--- src/rtl/led_ctrl_pkg.sv ---
// Shared mode codes, FSM state encoding and reset divider value for the LED sequencer.
package led_ctrl_pkg;

    localparam int unsigned MODE_W = 3;

    typedef logic [MODE_W-1:0] mode_t;

    localparam mode_t MODE_OFF    = 3'd0;
    localparam mode_t MODE_ROTL   = 3'd1;
    localparam mode_t MODE_ROTR   = 3'd2;
    localparam mode_t MODE_BOUNCE = 3'd3;
    localparam mode_t MODE_BLINK  = 3'd4;
    localparam mode_t MODE_FILL   = 3'd5;

    typedef enum logic [1:0] {
        S_OFF  = 2'd0,
        S_LOAD = 2'd1,
        S_RUN  = 2'd2
    } state_e;

    localparam int unsigned DIV_DEFAULT = 5000000;

    // True for modes that animate; OFF and the reserved codes park in S_OFF.
    function automatic logic mode_runs(input mode_t m);
        return (m != MODE_OFF) && (m <= MODE_FILL);
    endfunction

endpackage

--- src/rtl/led_pattern_ctrl_step_divider.sv ---
// Programmable step divider: tick fires every div+1 enabled cycles.
module step_divider #(
    parameter int unsigned CNT_W = 32
) (
    input  logic             clk,
    input  logic             rst,
    input  logic             clr,
    input  logic             hold,
    input  logic [CNT_W-1:0] div,
    output logic             tick
);

    logic [CNT_W-1:0] count_q;
    logic [CNT_W-1:0] count_d;

    // Clear dominates hold so a reload always restarts the period from zero.
    always_comb begin
        count_d = count_q;
        if (clr) begin
            count_d = '0;
        end else if (!hold) begin
            if (count_q == div) begin
                count_d = '0;
            end else begin
                count_d = count_q + CNT_W'(1);
            end
        end
    end

    always_ff @(posedge clk) begin
        if (!rst) begin
            count_q <= '0;
        end else begin
            count_q <= count_d;
        end
    end

    assign tick = !clr && !hold && (count_q == div);

endmodule

--- src/rtl/led_pattern_ctrl.sv ---
// LED bank pattern sequencer with valid/ready command port and step divider.
// Optional brightness PWM is built when LED_PWM_EN is defined.
module led_pattern_ctrl #(
    parameter int unsigned WIDTH       = 16,
    parameter int unsigned CNT_W       = 32,
    parameter int unsigned DIV_DEFAULT = led_ctrl_pkg::DIV_DEFAULT
) (
    input  logic             clk,
    input  logic             rst,
    input  logic             cmd_valid,
    output logic             cmd_ready,
    input  logic [2:0]       cmd_mode,
    input  logic [CNT_W-1:0] cmd_div,
    input  logic             pause,
`ifdef LED_PWM_EN
    input  logic [3:0]       brightness,
`endif
    output logic [WIDTH-1:0] led,
    output logic             step_pulse
);
    import led_ctrl_pkg::*;

    state_e           state_q;
    mode_t            mode_q;
    logic [CNT_W-1:0] div_q;
    logic [WIDTH-1:0] led_q;
    logic             dir_q;
    logic             step_pulse_q;
    logic             cmd_ready_q;

    logic             cmd_accept;
    logic             tick;
    logic [WIDTH-1:0] step_led_c;
    logic             step_dir_c;

    assign cmd_accept = cmd_valid && cmd_ready_q;

    step_divider #(
        .CNT_W (CNT_W)
    ) u_div (
        .clk  (clk),
        .rst  (rst),
        .clr  (state_q != S_RUN),
        .hold (pause),
        .div  (div_q),
        .tick (tick)
    );

    function automatic logic [WIDTH-1:0] seed_of(input mode_t m);
        logic [WIDTH-1:0] s;
        s = '0;
        case (m)
            MODE_ROTL:   s = WIDTH'(1);
            MODE_ROTR:   s = {1'b1, {(WIDTH-1){1'b0}}};
            MODE_BOUNCE: s = WIDTH'(1);
            MODE_BLINK:  s = '1;
            default:     s = '0;
        endcase
        return s;
    endfunction

    // Next LED/direction for one pattern advance; bounce turns around on the end bit.
    always_comb begin
        step_led_c = led_q;
        step_dir_c = dir_q;
        case (mode_q)
            MODE_ROTL:   step_led_c = {led_q[WIDTH-2:0], led_q[WIDTH-1]};
            MODE_ROTR:   step_led_c = {led_q[0], led_q[WIDTH-1:1]};
            MODE_BOUNCE: begin
                if (!dir_q) begin
                    if (led_q[WIDTH-1]) begin
                        step_dir_c = 1'b1;
                        step_led_c = led_q >> 1;
                    end else begin
                        step_led_c = led_q << 1;
                    end
                end else begin
                    if (led_q[0]) begin
                        step_dir_c = 1'b0;
                        step_led_c = led_q << 1;
                    end else begin
                        step_led_c = led_q >> 1;
                    end
                end
            end
            MODE_BLINK:  step_led_c = ~led_q;
            MODE_FILL:   step_led_c = {led_q[WIDTH-2:0], ~led_q[WIDTH-1]};
            default:     step_led_c = led_q;
        endcase
    end

    // Pattern FSM; an accepted command always beats a coincident step.
    always_ff @(posedge clk) begin
        if (!rst) begin
            state_q      <= S_OFF;
            mode_q       <= MODE_OFF;
            div_q        <= CNT_W'(DIV_DEFAULT);
            led_q        <= '0;
            dir_q        <= 1'b0;
            step_pulse_q <= 1'b0;
            cmd_ready_q  <= 1'b1;
        end else begin
            step_pulse_q <= 1'b0;
            case (state_q)
                S_OFF: begin
                    led_q <= '0;
                    if (cmd_accept) begin
                        mode_q      <= cmd_mode;
                        div_q       <= cmd_div;
                        cmd_ready_q <= 1'b0;
                        state_q     <= S_LOAD;
                    end
                end
                S_LOAD: begin
                    led_q       <= seed_of(mode_q);
                    dir_q       <= 1'b0;
                    cmd_ready_q <= 1'b1;
                    state_q     <= mode_runs(mode_q) ? S_RUN : S_OFF;
                end
                S_RUN: begin
                    if (cmd_accept) begin
                        mode_q      <= cmd_mode;
                        div_q       <= cmd_div;
                        cmd_ready_q <= 1'b0;
                        state_q     <= S_LOAD;
                    end else if (tick) begin
                        led_q        <= step_led_c;
                        dir_q        <= step_dir_c;
                        step_pulse_q <= 1'b1;
                    end
                end
                default: begin
                    led_q       <= '0;
                    cmd_ready_q <= 1'b1;
                    state_q     <= S_OFF;
                end
            endcase
        end
    end

    assign cmd_ready  = cmd_ready_q;
    assign step_pulse = step_pulse_q;

`ifdef LED_PWM_EN
    logic [3:0] pwm_cnt_q;

    always_ff @(posedge clk) begin
        if (!rst) begin
            pwm_cnt_q <= '0;
        end else begin
            pwm_cnt_q <= pwm_cnt_q + 4'(1);
        end
    end

    assign led = led_q & {WIDTH{pwm_cnt_q < brightness}};
`else
    assign led = led_q;
`endif

endmodule
--- config.mk ---
export PLATFORM = sky130hd
export DESIGN_NAME = led_pattern_ctrl
export DESIGN_NICKNAME = d
export VERILOG_FILES = /design/src/rtl/led_ctrl_pkg.sv /design/src/rtl/led_pattern_ctrl_step_divider.sv /design/src/rtl/led_pattern_ctrl.sv
export SDC_FILE = /design/constraint.sdc
export NUM_CORES = 1
export LEC_CHECK = 0
export CAP_MARGIN = 0
export CORE_ASPECT_RATIO = 0.8
export CORE_MARGIN = 4
export CORE_UTILIZATION = 53
export DETAILED_ROUTE_END_ITERATION = 7
export DONT_BUFFER_PORTS = 1
export MAX_ROUTING_LAYER = met4
export PLACE_DENSITY = 0.69
export SYNTH_ARGS = -nofsm -noshare
export SYNTH_HDL_FRONTEND = slang
export SYNTH_SLANG_ARGS = --single-unit
--- constraint.sdc ---
create_clock -name clk -period 2 [get_ports clk]
set_input_delay 0.6 -clock clk [delete_from_list [all_inputs] [get_ports clk]]
set_output_delay 0.6 -clock clk [all_outputs]
set_load 0.05 [all_outputs]
After elaboration in Yosys (flattened, before gate mapping)

Cells that the tools add are included.

Register bits: 88
Output and inout bits: 18

Add/sub/neg operators: 1
$lt $le $gt $ge: 1
Equality and inequality tests: 14
Muxes and demuxes: 20
Bitwise logic cells: 4
Reduce and logical (&&, ||, !) cells: 17

Operators with widths:

| kind                                                | number |
|---|---|
| two-way mux 16 bit                                  | 5 |
| case mux 16 bit (5 select lines)                    | 1 |
| case mux 16 bit (3 select lines)                    | 1 |
| adder 32 x 1 -> 32 bit, second input constant       | 1 |
| equality test 32 bit                                | 1 |
| two-way mux 32 bit                                  | 1 |
| case mux 16 bit (2 select lines)                    | 1 |
| inverter 16 bit                                     | 1 |
| two-way mux 1 bit                                   | 7 |
| equality test 3 x 2 -> 1 bit, second input constant | 2 |
| equality test 3 bit, second input constant          | 2 |
| != test 2 bit, second input constant                | 3 |
| != test 6 x 1 -> 1 bit, second input constant       | 1 |
| OR reduction 2 bit                                  | 3 |
| logical AND 1 bit                                   | 4 |
| two-way mux 2 bit                                   | 2 |
| != test 2 x 1 -> 1 bit, second input constant       | 2 |
| case mux 2 bit (2 select lines)                     | 1 |
| AND reduction 2 bit                                 | 2 |
| AND reduction 4 bit                                 | 1 |
| equality test 3 x 1 -> 1 bit, second input constant | 1 |
| <= comparator 3 bit, second input constant          | 1 |
| inverter 1 bit                                      | 3 |
| AND reduction 3 bit                                 | 1 |
| 8 further kinds                                     | 9 |

Longest topological paths before layout

Depth in word-level cells: 7
Depth in mapped cells: 9
Gate-level depth less buffers: 7

Cells and area by module

A second synthesis with hierarchy kept.

Cell total of the unflattened synthesis: 505
Area total of the unflattened synthesis: 4315.4 um2

Modules (own cells, without submodules):

| module           | times used | cells an instance | area each (um2) | sequential area each (um2) |
|---|---|---|---|---|
| led_pattern_ctrl | 1          | 298               | 2457.4          | 1121.1 |
| step_divider     | 1          | 207               | 1858.0          | 640.6 |

Least setup slack after synthesis

No wires, ideal clock.

Path type: input-to-reg
Start point: in pause
End point: reg led_q[14] (netlist: led[14])
Arrival time: 1967 ps
Setup slack: -39 ps
Stages: 6
Cell sequence: a211o_1 -> nor4_2 -> nand4_2 -> o21ai_4 -> buf_12 -> mux2i_1

Cells in the longest elaborated chain, start to end: 5

RTL lines:

| what                           | RTL line                            | RTL |
|---|---|---|
| from (decl)                    | led_pattern_ctrl.sv:14              | `input logic pause,` |
| logical NOT 1 bit              | led_pattern_ctrl_step_divider.sv:38 | `assign tick = !clr && !hold && (count_q == div);` |
| logical AND 1 bit (2 in a row) | led_pattern_ctrl_step_divider.sv:38 |  |
| != test 2 bit (no line)        | n/a                                 |  |
| AND reduction 3 bit (no line)  | n/a                                 |  |
| to (signal assigned)           | led_pattern_ctrl.sv:115             | `led_q <= seed_of(mode_q);` |
| to (signal assigned)           | led_pattern_ctrl.sv:127             | `led_q <= step_led_c;` |
| to (decl)                      | led_pattern_ctrl.sv:26              | `logic [WIDTH-1:0] led_q;` |

No other way between the ends.
A chain may end at the register's enable or synchronous reset.

Worst setup path in the final report

Start point: reg u_div.count_q[22]
End point: reg led_q[12] (netlist: led[12])

Cells in the longest elaborated chain, start to end: 4

RTL lines:

| what                          | RTL line                            | RTL |
|---|---|---|
| from (decl)                   | led_pattern_ctrl_step_divider.sv:13 | `logic [CNT_W-1:0] count_q;` |
| from (signal assigned)        | led_pattern_ctrl_step_divider.sv:34 | `count_q <= count_d;` |
| equality test 32 bit          | led_pattern_ctrl_step_divider.sv:38 |  |
| logical AND 1 bit             | led_pattern_ctrl_step_divider.sv:38 |  |
| != test 2 bit (no line)       | n/a                                 |  |
| AND reduction 3 bit (no line) | n/a                                 |  |

No other way between the ends.

==> metrics.cfg <==
[setup_path]
cp-end-kind = flip-flop
path_buf_inv = 1
worstPathArrival_ns = 2.24
path_cells = xor2_1 -> a211o_1 -> nor4_4 -> nand4_2 -> o21ai_4 -> clkbuf_16 -> mux2i_1
timing.rr.start = u_div.count_q[22]
cp-start-kind = flip-flop
cp.required_ns = 2.30
slowest_stage = dfxtp_2
crit_start = u_div.count_q[22]
cpPeakStageDelay_ns = 0.33
crit_fanout = 8
critPathTopFamily = compound AO/OA/AOI/OAI gates
crit_type = flip-flop to flip-flop

[power_and_ir_drop]
switching_share = 0.268
p_leak_nw = 1.88
power_frac_seq = 0.527
p_comb_frac = 0.124
powerDensity_mw_per_mm2 = 700
power.switching_w = 0.000956
ir_drop_uv = 619
pwr-share-clk = 0.348
p_int_w = 0.00262

[clock_network]
insertion_delay_ns = 0.37
clockBufferDepth = 2
ctsHoldBuffers = 0
cts_sinks = 88
cts_made_buffers = 9
cts.reportedPaths.clkPinSlew_ns = 0.09
clock-root-buffer = clkbuf_8
h-tree-depth = 3
cts_tree = yes

[worst_hold_path]
holdCritPathClass = primary input to flip-flop
hold_start = rst

[sta]
timing.final.ws_setup_ns = 0.0631
skew_ns = 0.0122
drv_slew = 0
hold_viol_final = 0
setup_viol = 0
hold_ws_ns = 0.340
relSlewSlack = 0.571
rsz0062_at_grt = true
worst_slew_pin_slew_ns = 0.642
fmax_mhz = 516
totalNegativeSetupSlack_ns = 0
fin_crit_ns = 1.94
period_share = 0.968

[die]
core_area_mm2 = 0.00802
rows = 29
die_h_um = 89.7
dieWidth_um = 110
start_util = 0.551
ios = 57
die_area_mm2 = 0.00987

[finish]
drive_gt1_frac = 0.154
finalNetCount = 604
fillers = 704
areaGrowthSynthToFinish_pct = 15.6
num_antenna_cells = 0

[drt]
wirelength_um = 11500
vias_per_cell = 5.70
drtPass1Iterations = 4
vias = 3833
drtIter0Drc = 321
antenna_left = 0
drc = 0
wl_per_cell_um = 17.0

[placed_design]
pre_cts_ws_ns = 0.0141
gp_congestion = 0.954
dp.final_hpwl_um = 8240
io_buffers = 0

[synth]
postSynthAreaPerCell_um2 = 8.30
yosysSeqAreaShare = 0.399
synth_nets = 576
synth_edf_count = 0
synth_top_cell_by_area = dfxtp_1
synth_common_cells = nand2_1, dfxtp_1, nor2_1
ys.flop_type = dfxtp_1
synth_area_leaders = dfxtp_1, nand2_1, xnor2_1
synthArstFlopShare = 0
synth_most_common_cell = nand2_1
synth_seq_cells = 88
yosysUniqueCellTypes = 51
synth_area_mm2 = 0.00442
postSynthCellCount = 532
yosysWarnings = 0
synth_top_cell_area_share = 0.399

[global_route]
grt_overflow = 0
grt_pass1_wl_um = 17900
grt_start_max_net_pins = 63
grt_pass1_vias = 3357
track_usage = 0.247
antenna_found_initial = 0

[status]
outcome = complete, no violations

[run]
cap_violations = 0

placed cells by master, fill, tap and decap left out, types with 3 or more instances in the layout:
| cell | synthesis | routed |
|---|---|---|
| ha_1 | 5 | 5 |
| inv_1 | 12 | 12 |
| dfxtp_2 | 0 | 5 |
| a221oi_1 | 12 | 12 |
| and2_1 | 3 | 3 |
| mux2i_1 | 19 | 19 |
| nand2b_1 | 9 | 9 |
| a21boi_0 | 27 | 27 |
| buf_4 | 0 | 38 |
| o21ai_0 | 7 | 7 |
| a21oi_1 | 18 | 18 |
| clkbuf_8 | 0 | 10 |
| xnor2_1 | 39 | 37 |
| nor2b_1 | 4 | 4 |
| nor2_1 | 46 | 45 |
| buf_12 | 1 | 4 |
| dfxtp_1 | 88 | 83 |
| or2_2 | 11 | 11 |
| and4_1 | 4 | 3 |
| nand4_1 | 12 | 12 |
| nor3_1 | 4 | 3 |
| o22ai_1 | 3 | 3 |
| nand3_1 | 25 | 24 |
| nand2_1 | 104 | 103 |
| and3_1 | 4 | 4 |
| xor2_1 | 18 | 18 |
stage by stage:
step / util / cells / total power, W / cell area [µm²]
detailed placement: 0.596 / 652 / 0.00234 / 4780
CTS: 0.622 / 668 / 0.00359 / 4990
finish: 0.637 / 673 / 0.00357 / 5100
global route: 0.637 / 673 / 0.00374 / 5100
global placement: 0.596 / 652 / 0.00233 / 4780
floorplan: - / 532 / 0.00221 / 4420
final timing paths:
| kind | to | slack [ns] | depth (start not counted) |
|---|---|---|---|
| setup / recovery | led[12] | 0.06 | 7 |
| hold / removal | div_q[19] | 0.34 | 1 |
| setup reg to reg | led[12] | 0.06 | 7 |
| hold reg to reg | div_q[26] | 0.48 | 2 |
layer usage:
metal	vias to the layer above	routed length, µm	part of all wire	track usage
li1	1870	-	-	-
met1	1812	5820	0.51	0.378
met2	141	4630	0.40	0.314
met3	10	907	0.079	0.0743
met4	0	108	0.0094	0.0487
met5	-	0	0	-
layout make-up:
class                   instances  area (µm²)  share of cell area
clock inverters                 4        53.8              0.0105
inverters                      12        45.0             0.00882
clock buffers                  12         145              0.0284
flip-flops and latches         88        1770               0.346
well taps                     108         135              0.0265
repair buffers                 44         415              0.0814
multi-input cells             405        2540               0.498
power groups by stage:
stage,Combinational (W),Sequential [W],Clock [W]
after global routing,0.000493,0.00189,0.00136
after global placement,0.000416,0.00192,0
after CTS,0.000429,0.00188,0.00128
final,0.000445,0.00188,0.00124
after detailed placement,0.000424,0.00192,0
after floorplan,0.000307,0.00191,0
registers in the layout, indices dropped and copies added, names as in the netlist:
name,count
led,16
step_pulse,1
div_q,32
u_div.count_q,32
cmd_ready,1
dir_q,1
state_q,2
mode_q,3
logic make-up (layout without fill, tap and decap cells):
logic type                 after synthesis  after routing  share of synthesized area
muxes                                   19             19                     0.0431
buffers and inverters                   39             72                     0.0382
and+or+nand+nor                        237            237                      0.251
xor gates and xnor gates                57             57                      0.113
DFF                                     88             88                      0.399
AOI/OAI and AO/OA                       87             87                      0.142
adders and majority gates                5              5                     0.0142
timing repair:
item / in CTS / in global routing
gates resized for setup: 1 / 11
buffers inserted: 0 / 3
pin swaps: 1 / 5
setup endpoints to repair: 8 / 49
hold endpoints to repair: 0 / 0
cloned: 0 / 2
Note: power is estimated with default switching activity, not from simulation.
